--- src/rtl/mem_ctrl.sv ---
// mem_ctrl: single-port 16-bit word memory behind a two-state access FSM.
// A request sampled in IDLE is latched, then completes after WAIT_CYCLES extra wait
// states (WAIT_CYCLES+1 BUSY cycles in total).
//
// Ports:
//   clk        - clock; all state changes on the rising edge
//   rst        - synchronous active-high reset
//   addr       - 16-bit word address from the CPU
//   rd, wr     - read / write request, sampled only in IDLE
//   wr_data    - write data, sampled with wr
//   data       - read data register; updated only when a read completes
//   RAM_ready  - high while idle; data is valid for the last completed read
//   err        - one-cycle pulse after completion of a bad access
//                (address out of range, or rd and wr both high)
module mem_ctrl #(
  parameter int unsigned ADDR_BITS   = 8,
  parameter int unsigned WAIT_CYCLES = 2   // legal range 0..15
) (
  input  logic        clk,
  input  logic        rst,
  input  logic [15:0] addr,
  input  logic        rd,
  input  logic        wr,
  input  logic [15:0] wr_data,
  output logic [15:0] data,
  output logic        RAM_ready,
  output logic        err
);

  localparam int unsigned Depth = 1 << ADDR_BITS;

  typedef enum logic [0:0] {StIdle, StBusy} state_e;

  state_e state_q, state_d;

  logic [3:0]  cnt_q;
  logic [15:0] addr_q;
  logic [15:0] wdata_q;
  logic [15:0] data_q;
  logic        op_wr_q;
  logic        conflict_q;   // rd and wr were both high when the access started
  logic        err_q;

  logic                 start;
  logic                 done;
  logic                 in_range;
  logic [ADDR_BITS-1:0] idx;

  // Contents are deliberately never reset.
  logic [15:0] mem [Depth];

  assign start    = (state_q == StIdle) && (rd || wr);
  assign done     = (state_q == StBusy) && (cnt_q == 4'd0);
  // Shifting rather than slicing keeps this legal when ADDR_BITS == 16.
  assign in_range = (addr_q >> ADDR_BITS) == 16'd0;
  assign idx      = addr_q[ADDR_BITS-1:0];

  // State register
  always_ff @(posedge clk) begin
    if (rst) begin
      state_q <= StIdle;
    end else begin
      state_q <= state_d;
    end
  end

  // Next-state logic
  always_comb begin
    state_d = state_q;
    unique case (state_q)
      StIdle: if (rd || wr) state_d = StBusy;
      StBusy: if (cnt_q == 4'd0) state_d = StIdle;
      default: state_d = StIdle;
    endcase
  end

  // Outputs: RAM_ready comes straight from the state flop, so there is no path from rd/wr.
  always_comb begin
    RAM_ready = (state_q == StIdle);
    data      = data_q;
    err       = err_q;
  end

  // Access datapath
  always_ff @(posedge clk) begin
    if (rst) begin
      cnt_q      <= 4'd0;
      addr_q     <= 16'd0;
      wdata_q    <= 16'd0;
      data_q     <= 16'd0;
      op_wr_q    <= 1'b0;
      conflict_q <= 1'b0;
      err_q      <= 1'b0;
    end else begin
      err_q <= done && (conflict_q || !in_range);
      if (start) begin
        addr_q     <= addr;
        wdata_q    <= wr_data;
        op_wr_q    <= wr;          // rd+wr together is treated as a write
        conflict_q <= rd && wr;
        cnt_q      <= 4'(WAIT_CYCLES);
      end else if (state_q == StBusy && cnt_q != 4'd0) begin
        cnt_q <= cnt_q - 4'd1;
      end
      if (done && !op_wr_q) begin
        data_q <= in_range ? mem[idx] : 16'h0000;
      end
    end
  end

  // Memory write port; reset on the completing edge aborts the commit.
  always_ff @(posedge clk) begin
    if (!rst && done && op_wr_q && in_range) begin
      mem[idx] <= wdata_q;
    end
  end

endmodule

--- config.mk ---
export PLATFORM = sky130hd
export DESIGN_NAME = mem_ctrl
export DESIGN_NICKNAME = d
export VERILOG_FILES = /design/src/rtl/mem_ctrl.sv
export SDC_FILE = /design/constraint.sdc
export NUM_CORES = 2
export LEC_CHECK = 0
export CORE_ASPECT_RATIO = 1.1
export CORE_MARGIN = 1.5
export CORE_UTILIZATION = 40
export CTS_CLUSTER_DIAMETER = 200
export DETAILED_ROUTE_END_ITERATION = 8
export DONT_BUFFER_PORTS = 1
export HOLD_SLACK_MARGIN = 0.12
export PLACE_DENSITY = 0.63
export SYNTH_ARGS = -nofsm -noshare
export SYNTH_HDL_FRONTEND = slang
export SYNTH_SLANG_ARGS = --single-unit
--- constraint.sdc ---
create_clock -name clk -period 6 [get_ports clk]
set_input_delay 0.6 -clock clk [delete_from_list [all_inputs] [get_ports clk]]
set_output_delay 0.6 -clock clk [all_outputs]
set_load 0.02 [all_outputs]
-- After elaboration in Yosys (flattened, before gate mapping)
Memories as Yosys holds them, arrays and structs flattened. A register that Yosys moved wholly into a read port is not among the register bits.
Cells that the tools add are included.
- register bits: 56
- bits in writable memories: 4096
- output and inout bits: 18
- logic and storage cells: 41
- memories kept: 1
- memory list (memory ; words ; bits a word ; read ports ; clocked after Yosys merged registers in ; write ports ; RTL line ; RTL):
    mem ; 256 ; 16 ; 1 ; 1 ; 1 ; 50 ; logic [15:0] mem [Depth];
- add/sub/neg operators: 1
- mux-type cells: 10
- bitwise gates (word level): 1
- reductions and logical operators: 19
- operators with widths (cell ; count):
    $logic_not 16->1 ; 1
    $mux 16 ; 1
    $mux 8 ; 2
    $logic_and 1x1->1 ; 9
    $logic_not 4->1 ; 1
    $mux 1 ; 4
    $mux 2 ; 2
    $reduce_bool 4->1 ; 1
    $sub 4x1->4 const B ; 1
    $logic_not 1->1 ; 3
    $logic_or 1x1->1 ; 2
    $pmux 1 s2 ; 1
    $reduce_bool 2->1 ; 1
    $reduce_or 2->1 ; 1
    $not 1->1 ; 1

-- Logic depth before layout (Yosys ltp)
- depth after elaboration: 7
- mapped depth: 13

-- Least setup slack after synthesis
OpenSTA, ideal clock, no wires.
- path type: reg-to-reg
- start: reg wdata_q[0]
- end: mem mem[0][0] (data pin)
- setup time: 0.856 ns
- arrival: 3.397 ns
- required time: 5.144 ns
- slack: 1.747 ns
- cell stages (with the launch flop): 1
- path buffers: 0
- clock period less this slack: 4.253 ns
- path through: dfxtp_1
- RTL lines (what ; RTL line ; RTL):
    start: declaration ; 38 ; logic [15:0] wdata_q;
    start signal: assignment ; 98 ; wdata_q <= wr_data;
    end: declaration ; 50 ;
No word-level cell before the write port.

-- Worst setup path after layout
- start: reg cnt_q[0]
- end: mem mem[43][3] (enable)
- longest elaborated chain between the ends: 7
- ends and longest elaborated chain (what ; RTL line ; RTL):
    start: declaration ; 36 ; logic [3:0] cnt_q;
    start signal: assignment ; 101 ; cnt_q <= 4'(WAIT_CYCLES);
    start signal: assignment ; 103 ; cnt_q <= cnt_q - 4'd1;
    $logic_not 4->1 ; 53 ; assign done = (state_q == StBusy) && (cnt_q == 4'd0);
    $logic_and 1x1->1 ; 53 ;
    $logic_and 1x1->1 (3 in a row) ; 113 ; if (!rst && done && op_wr_q && in_range) begin
    $mux 1 ; 113 ;
    $mux 1 (implied by the code) ; 114 ; mem[idx] <= wdata_q;
Every way passes these cells.

==> impl_metrics.csv <==
group,metric,value,unit
run_status,status,"complete, no violations",
clock_tree,clkTransAtPathRegs,60,ps
floorplanning,initial_core_util,40.23,%
worst_setup_path,r2r-end,"mem[43][3]",
sta,fin_crit,4853,ps
sta,fin_crit_sh,80.89,%
final_layout,nNetsFinal,7833,
global_routing,grt_max_degree,177,
worst_setup_path,cp_data_arrival_time,5420,ps
placed_design,placed_area,0.1675,sq mm
yosys,syn-mean-instance-area,21.89,sq um
yosys,syn_area,0.1591,sq mm
worst_setup_path,start_kind,"register",
yosys,ys_seq_elements,4160,
worst_setup_path,worstSetupPathType,"register to register",
placed_design,port-buffer-count,0,
floorplanning,die_h,664.4,um
clock_tree,clockBufferDepth,4,
worst_setup_path,cp_slowest_cell,"nor2_2",
flow_run,drv_cap,0,
drt,drt_pre_antenna_iters,5,
yosys,synth-seq-area-share,78.12,%
floorplanning,core-area,0.3954,sq mm
global_routing,grt_pass1_wl,624.3,mm
yosys,yosys_most_used_dff,"edfxtp_1",
clock_tree,clkLatencyLatePin,980,ps
yosys,synthCells,7266,
global_routing,grt_pass1_vias,80070,
global_routing,grt_antenna_before_repair,39,
worst_setup_path,crit_path_max_incr_delay,1100,ps
clock_tree,cts_tree,"yes",
yosys,yosys-top-cells-area,"edfxtp_1, mux4_2, mux2i_1, a22oi_1, dfxtp_1",
yosys,synth_edf_count,4096,
final_layout,fill_cells,32450,
worst_setup_path,cp_max_fo,16,
drt,routed_wl,447.5,mm
yosys,synthArstFlopShare,0,%
global_routing,gr-total-overflow,0,
placed_design,dp_hpwl,273.3,mm
sta,worstMarginPinSlew,1478,ps
power_and_ir_drop,pwr_density_cell,341.8,mW/mm^2
yosys,synth_top_cell_by_area,"edfxtp_1",
yosys,netlist.area_leader.share,77.32,%
worst_hold_path,hold_class,"input pin to register",
drt,post_drt_via_cell_ratio,6.004,
global_routing,track_usage,21.95,%
final_layout,drive_gt1_share,26.48,%
placed_design,gp_congestion,0.8970,
power_and_ir_drop,p_leak,54.80,nW
clock_tree,cts_sinks,4160,
floorplanning,io_pins,54,
sta,hold_slack,218.2,ps
sta,setup_viol,0,
sta,slew_headroom,1.441,%
drt,ant_nets,0,
yosys,yosysUniqueCellTypes,70,
clock_tree,ctsHtreeMaxLevel,5,
worst_setup_path,crit_end,"mem[43][3]",
clock_tree,ctsHoldBuffers,59,
drt,drt-initial-drc-count,11590,
yosys,yosys-top-cells-count,"edfxtp_1, mux4_2, nor2_1",
clock_tree,cts-root-buf,"clkbuf_16",
final_layout,stdcell_area,0.1817,sq mm
worst_setup_path,reg2reg_from,"cnt_q[0]",
floorplanning,die_area,0.4015,sq mm
sta,finalMaxSlewViolations,0,
clock_tree,cts_resized,0,
sta,tns,0,ps
drt,drc,0,
drt,vias,80630,
worst_setup_path,reg2reg_depth,9,
sta,fmax,206.1,MHz
sta,hold_viol,0,
final_layout,area_growth,14.20,%
floorplanning,rows,242,
worst_setup_path,r2r_slack,1150,ps
sta,fin_skew,58.93,ps
clock_tree,cts_setup_buffers,0,
yosys,synthesis.nets,7304,
floorplanning,die_w,604.3,um
worst_setup_path,cp.required,6570,ps
worst_setup_path,path_cells,"inv_1 > ha_1 > nand4bb_1 > and4bb_2 > nand2_1 > buf_4 > nor3_1 > nand2_1 > nor2_2",
yosys,ys_warn_count,0,
worst_setup_path,critPathCaptureType,"register",
worst_setup_path,cp_common_cell,"nand2_1",
sta,rsz0062_at_grt,"false",
power_and_ir_drop,vdd_drop_max,0.0002804,V
clock_tree,cts_made_buffers,413,
yosys,yosysMostFrequentCell,"edfxtp_1",
drt,drt-wirelength-per-cell,33.32,um
worst_setup_path,crit_start,"cnt_q[0]",
power breakdown:
group	switching [W]	internal, W
Sequential	0.000242	0.0321
Clock	0.0110	0.0148
Combinational	0.00262	0.00129
Total	0.0139	0.0482
sequential cells by signal, summed over array words and instances (netlist names), named ones only:
name / count
err: 1
addr_q: 16
state_q: 1
cnt_q: 4
op_wr_q: 1
mem: 4096
conflict_q: 1
wdata_q: 16
data: 16
layout make-up:
class                      count  area, sq um  area share (%)
sequential                  4160       124400           68.45
multi-input combinational   2668        32400           17.83
clock buffer                 513        11000           6.056
tap                         5246         6564           3.613
timing repair buffer         541         4732           2.605
clock inverter               257         2499           1.375
antenna                       33        82.58         0.04545
inverter                      11        42.54         0.02342
layout by cell type (no fill, tap or decap), drive strengths merged, types with 64 or more instances in the layout:
cell type | synthesis | routed
mux4 | 966 | 966
buf | 279 | 483
clkbuf | 148 | 513
dfxtp | 64 | 64
mux2i | 176 | 176
a22oi | 215 | 215
a21oi | 123 | 123
clkinv | 0 | 188
nor2 | 300 | 300
o22ai | 128 | 128
edfxtp | 4096 | 4096
nand2 | 232 | 232
nand3 | 76 | 76
how the worst min path moves through the flow:
stage	slack, ps	startpoint	endpoint	cells after the start
floorplan	430	conflict_q	conflict_q	2
global placement	450	conflict_q	conflict_q	2
detailed placement	440	conflict_q	conflict_q	2
CTS	170	rd	addr_q[9]	4
global route	230	rd	wdata_q[0]	4
finish	220	rd	wdata_q[0]	4
kinds of logic after synthesis:
group | count (synthesis) | synth area share [%]
adder cells (fa/ha/maj) | 2 | 0.01573
multiplexers | 1147 | 14.84
AO/OA/AOI/OAI | 707 | 3.030
buffers and inverters | 438 | 1.680
XOR/XNOR | 2 | 0.01101
flip-flops | 4160 | 78.12
AND/OR/NAND/NOR | 810 | 2.302
through the flow:
step	cells	util [%]	power [W]	setup WS, ps
after global routing	13410	45.93	0.06354	1142
after CTS	13400	45.92	0.06230	1334
after floorplan	7266	-	0.03528	1747
final	13430	45.94	0.06210	1147
after global placement	12570	42.35	0.03677	709.7
after detailed placement	12570	42.35	0.03683	1389
critical path: cells and delay by family (launching register included):
| family | cells | cell delay [ps] |
|---|---|---|
| buffers and inverters | 2 | 340 |
| adder cells (fa/ha/maj) | 1 | 180 |
| flip-flops | 1 | 320 |
| AND/OR/NAND/NOR | 6 | 3590 |
routing by layer:
| metal | GRT usage, % | routed length (um) |
|---|---|---|
| met3 | 4.736 | 44500 |
| met5 | 0 | 116 |
| met2 | 34.52 | 212100 |
| met4 | 9.498 | 21320 |
| met1 | 29.60 | 169400 |
Note: power is estimated with default switching activity, not from simulation.
